`src/rtl/mac_pkg.sv`:
```
// Shared definitions for the pipelined MAC: accumulation modes, Booth digit
// encoding and the signed saturation bounds used by the accumulate stage.
package mac_pkg;

  // Accumulation modes selected by the SAT parameter of mac_pipe.
  localparam int SAT_WRAP  = 0;
  localparam int SAT_CLAMP = 1;

  // Widest accumulator the bounds helper can describe.
  localparam int BOUND_W = 64;

  // One radix-4 Booth digit: magnitude 1 or 2 times the multiplicand, and sign.
  typedef struct packed {
    logic neg;
    logic two;
    logic one;
  } booth_sel_t;

  // Decode a Booth triplet {b[2i+1], b[2i], b[2i-1]} into a digit in -2..+2.
  function automatic booth_sel_t booth_decode(input logic [2:0] t);
    booth_sel_t s;
    s = '0;
    case (t)
      3'b001, 3'b010: s.one = 1'b1;
      3'b011:         s.two = 1'b1;
      3'b100:         begin s.two = 1'b1; s.neg = 1'b1; end
      3'b101, 3'b110: begin s.one = 1'b1; s.neg = 1'b1; end
      default:        s = '0;
    endcase
    return s;
  endfunction

  // Largest (upper=1) or smallest (upper=0) signed value representable in w bits.
  function automatic logic signed [BOUND_W-1:0] sat_bound(input int w, input logic upper);
    logic signed [BOUND_W-1:0] half;
    half = 64'sd1 <<< (w - 1);
    return upper ? (half - 64'sd1) : -half;
  endfunction

endpackage

```
`src/rtl/mac_pipe_mbe_mul.sv`:
```
// Combinational signed multiplier: radix-4 modified-Booth partial products
// reduced by a carry-save tree to two vectors and one final carry-propagate add.
module mbe_mul
  import mac_pkg::*;
#(
  parameter int A_W = 8,
  parameter int B_W = 8
) (
  input  logic signed [A_W-1:0]     a,
  input  logic signed [B_W-1:0]     b,
  output logic signed [A_W+B_W-1:0] p
);

  localparam int P_W  = A_W + B_W;
  // An odd-width multiplier is sign-extended by one bit so the digits pair up.
  localparam int BE_W = B_W + (B_W % 2);
  localparam int NPP  = BE_W / 2;
  // One row per Booth digit plus one row gathering the two's-complement +1s.
  localparam int NROW = NPP + 1;

  logic [BE_W:0]  b_ext;
  logic [P_W-1:0] a_ext;
  logic [P_W-1:0] rows [NROW];
  logic [P_W-1:0] sum_vec;
  logic [P_W-1:0] carry_vec;

  // The implicit zero below the multiplier LSB feeds the first Booth triplet.
  assign b_ext = {BE_W'(b), 1'b0};
  assign a_ext = P_W'(a);

  // Build the shifted partial-product rows and the negation correction row.
  always_comb begin
    booth_sel_t     sel;
    logic [P_W-1:0] mag;
    // NOTE: combinational logic uses blocking '=' and gives every output a value
    // before any branch, so no path leaves a variable unassigned (which would
    // infer a latch).
    sel       = '0;
    mag       = '0;
    rows[NPP] = '0;
    for (int i = 0; i < NPP; i++) begin
      sel = booth_decode(b_ext[2*i+2 -: 3]);
      if (sel.two)      mag = a_ext << 1;
      else if (sel.one) mag = a_ext;
      else              mag = '0;
      // Negative digits use ~mag here and add the missing +1 through rows[NPP].
      rows[i]          = (sel.neg ? ~mag : mag) << (2 * i);
      rows[NPP][2*i]   = sel.neg;
    end
  end

  // Wallace-style 3:2 reduction of all rows down to a sum and a carry vector.
  function automatic logic [2*P_W-1:0] csa_tree(input logic [P_W-1:0] r_in [NROW]);
    logic [P_W-1:0] r [NROW];
    logic [P_W-1:0] s;
    logic [P_W-1:0] c;
    int n;
    int m;
    r = r_in;
    n = NROW;
    for (int lvl = 0; lvl < NROW; lvl++) begin
      if (n > 2) begin
        m = 0;
        for (int k = 0; k < NROW; k += 3) begin
          if (k + 2 < n) begin
            s        = r[k] ^ r[k+1] ^ r[k+2];
            c        = ((r[k] & r[k+1]) | (r[k] & r[k+2]) | (r[k+1] & r[k+2])) << 1;
            r[m]     = s;
            r[m+1]   = c;
            m        = m + 2;
          end else if (k < n) begin
            // Rows left over at this level pass straight to the next one.
            r[m] = r[k];
            m    = m + 1;
            if (k + 1 < n) begin
              r[m] = r[k+1];
              m    = m + 1;
            end
          end
        end
        n = m;
      end
    end
    return {r[0], r[1]};
  endfunction

  assign {sum_vec, carry_vec} = csa_tree(rows);
  assign p                    = sum_vec + carry_vec;

endmodule

```
`src/rtl/mac_pipe.sv`:
```
// Two-stage signed multiply-accumulate with valid/ready handshake. S1 registers
// the Booth product, S2 accumulates with optional saturation and loads one
// result per segment terminated by 'last'.
module mac_pipe
  import mac_pkg::*;
#(
  parameter int A_W   = 8,
  parameter int B_W   = 8,
  parameter int ACC_W = 24,
  parameter int SAT   = SAT_CLAMP
) (
  input  logic                    clk,
  input  logic                    rst_n,
  input  logic                    in_valid,
  output logic                    in_ready,
  input  logic signed [A_W-1:0]   a,
  input  logic signed [B_W-1:0]   b,
  input  logic                    clr,
  input  logic                    last,
  output logic                    out_valid,
  input  logic                    out_ready,
  output logic signed [ACC_W-1:0] acc_out,
  output logic                    ovf
);

  if (ACC_W < A_W + B_W) begin : g_width_check
    $error("mac_pipe: ACC_W must be at least A_W+B_W");
  end

  localparam logic signed [BOUND_W-1:0] MAX_WIDE = sat_bound(ACC_W, 1'b1);
  localparam logic signed [BOUND_W-1:0] MIN_WIDE = sat_bound(ACC_W, 1'b0);
  localparam logic signed [ACC_W-1:0]   ACC_MAX  = MAX_WIDE[ACC_W-1:0];
  localparam logic signed [ACC_W-1:0]   ACC_MIN  = MIN_WIDE[ACC_W-1:0];

  // Pipeline enable: everything holds while an unaccepted result is pending.
  logic en;

  logic signed [A_W+B_W-1:0] prod;

  // Stage 1 registers.
  logic                    s1_valid_d, s1_valid_q;
  logic                    s1_clr_d,   s1_clr_q;
  logic                    s1_last_d,  s1_last_q;
  logic signed [ACC_W-1:0] s1_prod_d,  s1_prod_q;

  // Stage 2 state and result registers.
  logic signed [ACC_W-1:0] acc_d,     acc_q;
  logic                    ovf_acc_d, ovf_acc_q;
  logic signed [ACC_W-1:0] acc_out_d, acc_out_q;
  logic                    ovf_d,     ovf_q;
  logic                    out_valid_d, out_valid_q;

  // Stage 2 datapath.
  logic                    s2_fire;
  logic                    load_result;
  logic signed [ACC_W:0]   base_x;
  logic signed [ACC_W:0]   sum_x;
  logic                    beat_ovf;
  logic signed [ACC_W-1:0] acc_new;
  logic                    ovf_acc_new;

  assign en       = !(out_valid_q && !out_ready);
  assign in_ready = en;

  mbe_mul #(
    .A_W (A_W),
    .B_W (B_W)
  ) u_mul (
    .a (a),
    .b (b),
    .p (prod)
  );

  // S1 next state: capture an accepted beat, record a bubble, or hold on stall.
  always_comb begin
    s1_valid_d = s1_valid_q;
    s1_clr_d   = s1_clr_q;
    s1_last_d  = s1_last_q;
    s1_prod_d  = s1_prod_q;
    if (en) begin
      s1_valid_d = in_valid;
      if (in_valid) begin
        s1_clr_d  = clr;
        s1_last_d = last;
        s1_prod_d = ACC_W'(prod);
      end
    end
  end

  // S2: one guard bit detects overflow; clamp or wrap, update the sticky flag
  // and load the result register on the segment's last beat.
  always_comb begin
    s2_fire     = en && s1_valid_q;
    load_result = s2_fire && s1_last_q;
    base_x      = s1_clr_q ? '0 : {acc_q[ACC_W-1], acc_q};
    sum_x       = base_x + {s1_prod_q[ACC_W-1], s1_prod_q};
    beat_ovf    = sum_x[ACC_W] ^ sum_x[ACC_W-1];
    if (beat_ovf && (SAT == SAT_CLAMP)) begin
      acc_new = sum_x[ACC_W] ? ACC_MIN : ACC_MAX;
    end else begin
      acc_new = sum_x[ACC_W-1:0];
    end
    ovf_acc_new = s1_clr_q ? beat_ovf : (ovf_acc_q | beat_ovf);

    acc_d       = s2_fire ? acc_new : acc_q;
    ovf_acc_d   = s2_fire ? ovf_acc_new : ovf_acc_q;
    acc_out_d   = load_result ? acc_new : acc_out_q;
    ovf_d       = load_result ? ovf_acc_new : ovf_q;
    // A new result wins over the consumer draining the previous one.
    out_valid_d = load_result || (out_valid_q && !out_ready);
  end

  // State registers with asynchronous active-low reset.
  always_ff @(posedge clk or negedge rst_n) begin
    // NOTE: sequential state uses non-blocking '<=' so every flop samples the
    // values from before the edge, independent of statement order.
    if (!rst_n) begin
      s1_valid_q  <= 1'b0;
      s1_clr_q    <= 1'b0;
      s1_last_q   <= 1'b0;
      s1_prod_q   <= '0;
      acc_q       <= '0;
      ovf_acc_q   <= 1'b0;
      acc_out_q   <= '0;
      ovf_q       <= 1'b0;
      out_valid_q <= 1'b0;
    end else begin
      s1_valid_q  <= s1_valid_d;
      s1_clr_q    <= s1_clr_d;
      s1_last_q   <= s1_last_d;
      s1_prod_q   <= s1_prod_d;
      acc_q       <= acc_d;
      ovf_acc_q   <= ovf_acc_d;
      acc_out_q   <= acc_out_d;
      ovf_q       <= ovf_d;
      out_valid_q <= out_valid_d;
    end
  end

  assign out_valid = out_valid_q;
  assign acc_out   = acc_out_q;
  assign ovf       = ovf_q;

endmodule

```
`config.mk`:
```
export PLATFORM = sky130hd
export DESIGN_NAME = mac_pipe
export DESIGN_NICKNAME = d
export VERILOG_FILES = /design/src/rtl/mac_pkg.sv /design/src/rtl/mac_pipe_mbe_mul.sv /design/src/rtl/mac_pipe.sv
export SDC_FILE = /design/constraint.sdc
export NUM_CORES = 1
export LEC_CHECK = 0
export CORE_MARGIN = 3
export CORE_UTILIZATION = 35
export CTS_CLUSTER_SIZE = 30
export DETAILED_ROUTE_END_ITERATION = 8
export HOLD_SLACK_MARGIN = 0.1
export PLACE_DENSITY_LB_ADDON = 0.1
export SYNTH_ARGS = -nofsm -noshare
export SYNTH_HDL_FRONTEND = slang
export SYNTH_HIERARCHICAL = 1
export SYNTH_SLANG_ARGS = --single-unit
```
`constraint.sdc`:
```
create_clock -name clk -period 2.9 [get_ports clk]
set_clock_uncertainty 0.1 [all_clocks]
set_input_delay 0.29 -clock clk [delete_from_list [all_inputs] [get_ports clk]]
set_output_delay 0.29 -clock clk [all_outputs]
set_load 0.01 [all_outputs]
```
# Word-level counts from Yosys, hierarchy flattened

Cells that the tools add are included.

Bits in registers: 70
Input bits: 22
Output and inout port bits: 27
Logic and storage cells: 106

Add/subtract/negate cells: 2
Eq/ne operators: 21
Muxes and demuxes: 28
Bitwise logic cells: 28
Reduce and logical (&&, ||, !) cells: 18

Operators with widths:

| kind               | count |
|---|---|
| $and 15x15->15     | 7 |
| $or 15x15->15      | 6 |
| $xor 16x16->16     | 5 |
| $mux 16            | 3 |
| $mux 24            | 2 |
| $mux 14            | 3 |
| $mux 12            | 3 |
| $and 15x7->15      | 2 |
| $mux 10            | 3 |
| $eq 3x3->1 const B | 9 |
| $add 25x25->25     | 1 |
| $mux 25            | 1 |
| $eq 3x2->1 const B | 6 |
| $add 16x16->16     | 1 |
| $not 16->16        | 1 |
| $xor 16x7->16      | 1 |
| $not 14->14        | 1 |
| $mux 1             | 13 |
| $not 12->12        | 1 |
| $reduce_or 4->1    | 3 |
| $not 10->10        | 1 |
| $reduce_or 2->1    | 5 |
| $eq 3x1->1 const B | 3 |
| $reduce_or 3->1    | 3 |
| 9 further kinds    | 13 |

# Depth between registers and ports, before layout

Gate-level depths: netlist of the first run.

Depth in word-level cells: 17
Gate-level depth with buffers: 18
Depth with buffers taken out: 17

# Hierarchy

Netlist of the first run, hierarchy kept.

Modules (own cells, without submodules):

| module   | instances | cells each | area an instance (um2) | sequential area each (um2) |
|---|---|---|---|---|
| mac_pipe | 1         | 427        | 4200.3                 | 1751.7 |
| mbe_mul  | 1         | 280        | 2134.5                 | 0.0 |

# Worst setup path before layout of the first run

Ideal clock, no wire load.

Kind: input to register
Start point: input b[3]
End point: register s1_prod_q[13]
Library setup time: 0.125 ns
Arrival: 4.343 ns
Data required time: 2.675 ns
Slack: -1.668 ns
Stages: 16
Buffers on the path: 2
Cell sequence: clkbuf_1 > buf_2 > xnor2_1 > nor2_1 > a211oi_1 > fa_1 > fa_1 > fa_1 > inv_1 > ha_1 > a21oi_1 > o21ai_1 > a2111oi_0 > o21bai_1 > xor2_1 > mux2_2

Word-level cells in the longest chain between the ends: 17
Elaborated cells on any way between the ends: 54
Classes of those cells: add/sub: 1; eq/ne: 12; mux: 12; bitwise: 23; reduce/logical: 6

RTL lines:

| item                                              | RTL line               | source |
|---|---|---|
| from (decl)                                       | mac_pipe.sv:17         | `input logic signed [B_W-1:0] b,` |
| $eq 3x1->1 (tied with other cells)                | mac_pkg.sv:23          | `case (t)` |
| $reduce_or 4->1 (no line)                         | -                      |  |
| $mux 1                                            | mac_pkg.sv:23          |  |
| $mux 14 / $mux 12 (equally long branches)         | mac_pipe_mbe_mul.sv:44 | `else if (sel.one) mag = a_ext;` |
| $mux 14 / $mux 12 (equally long branches)         | mac_pipe_mbe_mul.sv:43 | `if (sel.two) mag = a_ext << 1;` |
| $not 14->14 / $not 12->12 (equally long branches) | mac_pipe_mbe_mul.sv:47 | `rows[i] = (sel.neg ? ~mag : mag) << (2 * i);` |
| $mux 14 / $mux 12 (equally long branches)         | mac_pipe_mbe_mul.sv:47 |  |
| $and 15x15->15                                    | mac_pipe_mbe_mul.sv:67 | `c = ((r[k] & r[k+1]) \| (r[k] & r[k+2]) \| (r[k+1] & r[k+2])) << 1;` |
| $or 15x15->15 (2 in a row)                        | mac_pipe_mbe_mul.sv:67 |  |
| $and 15x15->15                                    | mac_pipe_mbe_mul.sv:67 |  |
| $or 15x15->15 (2 in a row)                        | mac_pipe_mbe_mul.sv:67 |  |
| $and 15x15->15                                    | mac_pipe_mbe_mul.sv:67 |  |
| $or 15x15->15 (2 in a row)                        | mac_pipe_mbe_mul.sv:67 |  |
| $add 16x16->16 *                                  | mac_pipe_mbe_mul.sv:88 | `assign p = sum_vec + carry_vec;` |
| via prod[13]                                      | mac_pipe.sv:38         | `logic signed [A_W+B_W-1:0] prod;` |
| to (signal assigned)                              | mac_pipe.sv:131        | `s1_prod_q <= s1_prod_d;` |
| to (decl)                                         | mac_pipe.sv:44         | `logic signed [ACC_W-1:0] s1_prod_d, s1_prod_q;` |

The timed path passes the listed nets; every way through them passes the cells marked *.
A chain may end at the register's enable or synchronous reset.

# Worst setup path after layout of the first run

Start point: input b[4]
End point: register s1_prod_q[13]

Word-level cells in the longest chain between the ends: 17
Elaborated cells on any way between the ends: 36
Classes of those cells: add/sub: 1; eq/ne: 6; mux: 6; bitwise: 20; reduce/logical: 3

RTL lines:

| item                               | RTL line |
|---|---|
| $eq 3x1->1 (tied with other cells) | mac_pkg.sv:23 |
| $reduce_or 4->1 (no line)          | - |
| $mux 1                             | mac_pkg.sv:23 |
| $mux 12                            | mac_pipe_mbe_mul.sv:44 |
| $mux 12                            | mac_pipe_mbe_mul.sv:43 |
| $not 12->12                        | mac_pipe_mbe_mul.sv:47 |
| $mux 12                            | mac_pipe_mbe_mul.sv:47 |
| $and 15x15->15                     | mac_pipe_mbe_mul.sv:67 |
| $or 15x15->15 (2 in a row)         | mac_pipe_mbe_mul.sv:67 |
| $and 15x15->15                     | mac_pipe_mbe_mul.sv:67 |
| $or 15x15->15 (2 in a row)         | mac_pipe_mbe_mul.sv:67 |
| $and 15x15->15                     | mac_pipe_mbe_mul.sv:67 |
| $or 15x15->15 (2 in a row)         | mac_pipe_mbe_mul.sv:67 |
| $add 16x16->16 *                   | mac_pipe_mbe_mul.sv:88 |
| via prod[13]                       | mac_pipe.sv:38 |

Marks and branches as above.

==> out/summary.txt, run 1 <==
Status: complete, but fails checks
Failing checks: setup timing
Synthesized instance count: 707
First-pass GRT wire length: 33,200 um
Synth warnings: 6
Die width: 141 um
Worst Hold Class: flip-flop to flip-flop
Number of routed nets with antenna violations: 0
Grt total ovfl: 0
Place WS: -1990 ps
Layout cell share with drive strength beyond 1: 48.2%
Die Ht: 141 um
Rows: 48
Simple-Gate Fraction of Synth Area: 14.6%
Largest family of logic cells by synthesized area: compound AO/OA/AOI/OAI gates
Critical path class: input pin to flip-flop
Diodes inserted: 0
Internal: 8.01 mW
Via density: 5.22
CP max stage cell: fa_1
WHS: 367 ps
Reg2reg setup slack: -300 ps
Die ar.: 0.0198 sq mm
H-tree levels: 3
Syn Nets: 803
Startpoint types: input pin
Register Area: 0.00175 sq mm
WP depth: 15
Area grow syn2layout: 66.2%
Unrepaired setup endpoints after global routing: yes
RePlAce Congestion: 0.852
Psw: 5.88 mW
Buffers & Inverters on Critical Path: 2
Post-synthesis sequential area ratio: 27.7%
Power, Total: 13.9 mW
Switching part of the total: 42.3%
CP max stage delay: 570 ps
DRT met1 WL: 8380 um
Worst Setup EP: s1_prod_q[13]
Pwr Density: 1320 mW/mm^2
Period minus WS final: 3770 ps
Post-Synth Adder-Cell Area: 17.1%
Compound-cell area share of the yosys netlist: 21.3%
Worst Reg2Reg Path Length in Cells: 14
Prevailing post-synth register cell: dfrtp_1
Met2 wire length: 11,100 um
Final wirelength: 20,400 um
Static leakage: 4.72 nW
Clock Tree Buf Depth: 2
Required time worst endpoint: 3020 ps
Fmax: 265 MHz
Vias: 6,167
Post-detail-place hpwl: 15,000 um
Worst-margin pin slew: 678 ps
Worst Setup SP: b[4]
Clk network pwr share: 7.6%
Peak VDD IR: 0.000831 V
Worst Setup End Kind: flip-flop
# setup viols final: 59
Slew margin rel.: 54.8%
Final hold violation count: 0
Total track usage: 21.0%
Mux cell area share after synthesis: 6.50%
Synth Register Bits: 70
Clk root buf: clkbuf_16
# IOs: 49
Clock-pin transition on the worst setup and hold timing paths: 60 ps
Largest net degree at the start of global routing: 45
Iter 0 DRT Violations: 308
Final worst-path cycle share: 130%
Post-synth EDFFs: 0
DRC errors left: 0
Most common cell after layout, fill and taps aside: buf_4
Xor/xnor share of the synthesized area: 8.02%
Crit-path cells: buf_6, or3_4, nor2_4, a221oi_4, fa_1, fa_1, fa_1, inv_2, ha_4, nand3b_1, o21ai_4, a2111oi_4, o21bai_1, xor2_1, mux2_4
Final WS setup: -873 ps
Netlist cell types: 59
FF-to-FF End: acc_q[22]
Initial Util: 36.2%
TritonRoute pass-1 iters: 7
Initial antenna violation count: 0
Drt wl/cell: 17.3 um
Synthesized area: 0.00633 sq mm
Async SR Flop Fraction: 100%
WP data arrival: 3890 ps
Top layer used by detailed routing: met4
Clk_lat worst skew: 340 ps
Number of CTS-inserted buffers: 9
Area of the multi-input gates: 0.00565 sq mm
CP Max Fanout: 6
Layout fillers: 1,450
Max Cap Viol: 0
CTS tree: yes
Vias in the first global route: 6,464
Port buffer count: 48
Core ar.: 0.0175 sq mm
Worst R2R Start: s1_clr_q
Clk sinks: 70
Slew Limit Fails: 0
Commonest non-fill, non-tap cells in the layout: buf_4, dfrtp_1, nand2_1
Mean Syn Cell Area: 8.96 sq um
Comb power frac: 79.2%
Sequential Power Share: 13.2%
CP top delay family: adder cells
Routed wl met3: 499 um
Post-layout nets: 1,047
Most common cell on crit path: fa_1
-- per-stage QoR --
stage | utilization [%] | cells | TNS [ps] | instance area, sq um
after floorplan | - | 707 | -10370 | 6710
after global placement | 48.4 | 1101 | -34010 | 8460
after detailed placement | 48.4 | 1101 | -35650 | 8460
after CTS | 57.5 | 1164 | -18410 | 10000
after global routing | 60.2 | 1181 | -24200 | 10500
final | 60.2 | 1181 | -17000 | 10500
-- cell usage after synthesis (all sizes together) (3+ instances only) --
library cell	instances	share of area [%]
dfrtp	70	28
nand2	69	4.1
o21ai	60	4.8
ha	53	10
nor2	45	2.7
a21oi	42	3.3
inv	37	2.2
mux2	33	5.9
xor2	30	4.1
xnor2	28	3.9
clkbuf	26	1.5
nor2b	26	2.6
fa	21	6.6
a21o	17	2.1
nand2b	13	1.3
a211oi	12	1.7
buf	11	1.1
a22oi	10	1.2
nand3	8	0.63
a221oi	7	0.97
and3	7	0.69
nor3	7	0.55
o21a	7	0.83
o22a	7	0.97
a2111oi	5	1.2
and2	5	0.51
o211ai	5	0.59
a31oi	4	0.39
mux2i	4	0.63
a211o	3	0.41
a31o	3	0.41
o21bai	3	0.36
o221ai	3	0.41
or2	3	0.30
-- timing repair --
item / 4_1_cts / 5_1_grt
pin swaps: 68 / 59
setup buffers: 45 / 22
resized for setup: 226 / 87
endpoints found under the hold margin: 26 / 0
hold buffers: 1 / 0
setup endpoints to repair: 63 / 62
cloned: 4 / 0
-- tightest hold or removal path: stages (launching register included) --
cell and delay, ps:
dfrtp_1 330, nand2_1 50, nand2_1 60
-- area by class of cell --
| cell class | instances | area share (%) |
|---|---|---|
| multi-input combinational | 564 | 53.7 |
| timing repair buffer | 269 | 22.9 |
| sequential | 70 | 16.7 |
| tap | 225 | 2.67 |
| clock buffer | 9 | 2.14 |
| inverter | 37 | 1.34 |
| clock inverter | 7 | 0.594 |
-- routing by layer --
metal / global-route usage, % / vias up
met5: 0 / -
met4: 6.63 / 0
met1: 24.8 / 3043
li1: - / 3007
met3: 2.39 / 30
met2: 39.4 / 87
-- sequential cells by signal, indices dropped and copies added (netlist names) --
signal,cells
s1_clr_q,1
s1_valid_q,1
ovf_acc_q,1
s1_last_q,1
acc_q,24
ovf,1
out_valid,1
acc_out,24
s1_prod_q,16
-- worst min-delay path by stage --
stage / slack, ps / startpoint / end / cells past startpoint
2_1_floorplan: -110 / rst_n / acc_out[0] / 0
6_report: 370 / acc_q[23] / acc_q[23] / 2
3_3_place_gp: 260 / rst_n / acc_out[18] / 1
3_5_place_dp: 260 / rst_n / acc_out[18] / 1
5_1_grt: 390 / acc_out[23] / acc_out[23] / 2
4_1_cts: 370 / acc_q[23] / acc_q[23] / 2
-- power by group through the flow --
stage / registers, mW / logic [mW] / clock network [mW]
final: 1.83 / 11.0 / 1.06
after global routing: 1.88 / 11.9 / 1.13
after CTS: 1.82 / 10.2 / 1.09
after detailed placement: 1.79 / 7.95 / 0
after global placement: 1.77 / 7.83 / 0
after floorplan: 1.77 / 4.87 / 0
-- cell families after synthesis --
family | count (synthesis)
XOR/XNOR | 58
buffers and inverters | 74
adder cells (fa/ha/maj) | 74
flip-flops | 70
AO/OA/AOI/OAI | 201
AND/OR/NAND/NOR | 193
multiplexers | 37
(Power assumes the default switching activity.)
==> inputs of run 2 (changes only) <==
--- a/config.mk
+++ b/config.mk
@@ -9,6 +9,7 @@
 export CORE_UTILIZATION = 35
 export CTS_CLUSTER_SIZE = 30
 export DETAILED_ROUTE_END_ITERATION = 8
+export DONT_BUFFER_PORTS = 1
 export HOLD_SLACK_MARGIN = 0.1
 export PLACE_DENSITY_LB_ADDON = 0.1
 export SYNTH_ARGS = -nofsm -noshare
==> run 2 against run 1 <==
The flow still finishes with violations (setup timing). Core utilization down 7.7 points. Via count fell by 8.4%. Routed wire length down 7.2%. Power decreased by 8.6%. First-iteration DRC count shrank 16%. Worst hold slack worse by 150 ps. Count of clock-buffer cells in the layout is the same. Sequential power grew 5%. Combinational power is 12% lower. Flip-flop and latch count did not move. Clock power about the same. Final cell count is 9.4% lower.
==> out/summary.txt, run 2 (synthesis results as in run 1) <==
Setup TNS: -16,040 ps
Required time worst endpoint: 3020 ps
DRC errors left: 0
Worst Hold Class: input pin to flip-flop
TritonRoute pass-1 iters: 4
Vias in the first global route: 5,907
Iter 0 DRT Violations: 260
Post-detail-place hpwl: 13,900 um
Core ar.: 0.0175 sq mm
Period minus WS final: 3570 ps
Layout cell share with drive strength beyond 1: 42.0%
Die Ht: 141 um
Worst Reg2Reg Path Length in Cells: 9
Final hold violation count: 0
Commonest non-fill, non-tap cells in the layout: buf_4, dfrtp_1, nand2_1
Status: complete, but fails checks
Failing checks: setup timing
Clk root buf: clkbuf_16
# IOs: 49
First-pass GRT wire length: 30,800 um
Total track usage: 19.5%
Startpoint types: input pin
Worst-margin pin slew: 913 ps
Final wirelength: 19,000 um
Diodes inserted: 0
Die width: 141 um
Largest net degree at the start of global routing: 71
Port buffer count: 0
Die ar.: 0.0198 sq mm
Worst Setup EP: s1_prod_q[12]
Number of CTS-inserted buffers: 9
CP Max Fanout: 6
Initial antenna violation count: 0
Post-layout nets: 936
Drt wl/cell: 17.7 um
Slew margin rel.: 39.0%
Rows: 48
Unrepaired setup endpoints after global routing: yes
Fmax: 280 MHz
FF-to-FF End: acc_out[22]
Max Cap Viol: 0
Number of routed nets with antenna violations: 0
Clk_lat worst skew: 340 ps
Final WS setup: -673 ps
Clock Tree Buf Depth: 2
H-tree levels: 3
Critical path class: input pin to flip-flop
WP data arrival: 3700 ps
Via density: 5.28
Vias: 5,650
Design area: 0.00917 sq mm
CTS tree: yes
Peak VDD IR: 0.000807 V
Clock-pin transition on the worst setup and hold timing paths: 70 ps
Pwr Density: 1380 mW/mm^2
Slew Limit Fails: 0
Clk sinks: 70
Final worst-path cycle share: 123%
Most common cell after layout, fill and taps aside: buf_4
Post-placement cell area: 0.00777 sq mm
Initial Util: 36.2%
Layout fillers: 1,612
Area grow syn2layout: 44.8%
Grt total ovfl: 0
RePlAce Congestion: 0.826
Reg2reg setup slack: -290 ps
Worst Setup End Kind: flip-flop
Worst Setup SP: b[4]
Worst R2R Start: s1_prod_q[15]
# setup viols final: 58
Static leakage: 4.09 nW
## run 2: cell count changes in the layout (fill, tap and decap cells not counted), moves of 8 or more
| cell | previous run | this run |
|---|---|---|
| mux2_2 | 12 | 24 |
| clkdlybuf4s50_1 | 33 | 0 |
| buf_4 | 180 | 137 |
| mux2_4 | 21 | 9 |
| buf_6 | 29 | 9 |
| o21ai_2 | 16 | 8 |
| o21ai_1 | 19 | 31 |
## run 2: layout make-up
type                    count  area [sq um]  share of cell area (%)
multi-input cells         564          5340                    58.2
flip-flops and latches     70          1750                    19.1
repair buffers            158          1370                    14.9
well taps                 225           282                    3.07
clock buffers               9           225                    2.46
inverters                  37           139                    1.51
clock inverters             7          61.3                   0.668
## run 2: power by group
| group | switching, mW | internal, mW |
|---|---|---|
| sequential | 0.460 | 1.47 |
| combinational | 4.54 | 5.14 |
| clock | 0.483 | 0.596 |
| total | 5.48 | 7.21 |
## run 2: worst max-delay path, cell delays in order
cell      delay, ps
or3_4           410
buf_4           160
nor2_1           90
a221oi_1         70
fa_1            500
inv_1            60
fa_1            470
ha_1            240
ha_4            250
a21o_1          200
a22o_4          250
a211o_1         250
o22ai_2         110
xnor2_1          90
mux2_4          260
## run 2: per-stage QoR
step | total power, mW | cells | hold WS [ps] | setup WS, ps | utilization, %
floorplan | 6.65 | 707 | -106 | -1200 | -
global placement | 9.14 | 1028 | -104 | -1160 | 44.5
detailed placement | 9.25 | 1028 | -104 | -1200 | 44.5
CTS | 12.4 | 1066 | 210 | -693 | 51.5
global route | 13.7 | 1070 | 232 | -818 | 52.5
finish | 12.7 | 1070 | 221 | -673 | 52.5
## run 2: worst min-delay path by stage
stage                     slack, ps  depth (start not counted)            to  startpoint
after global routing            230                          2  s1_prod_q[0]        b[1]
final                           220                          2     out_valid   out_ready
after detailed placement       -100                          0   acc_out[18]       rst_n
after CTS                       210                          2     out_valid   out_ready
after floorplan                -110                          0    acc_out[0]       rst_n
after global placement         -100                          0   acc_out[18]       rst_n
## run 2: what timing repair did
item | CTS | global route
cloned | 4 | 0
setup buffers | 14 | 4
pin swaps | 40 | 5
hold buffers | 4 | 0
hold endpoints to repair | 72 | 0
resized for setup | 144 | 27
endpoints found under the setup margin | 58 | 61
## run 2: routing by layer
layer	wire, um	track usage (%)	vias up
li1	-	-	2772
met3	466	2.53	34
met4	740	8.72	0
met2	9850	35.0	77
met1	7910	23.2	2767
met5	0	0	-
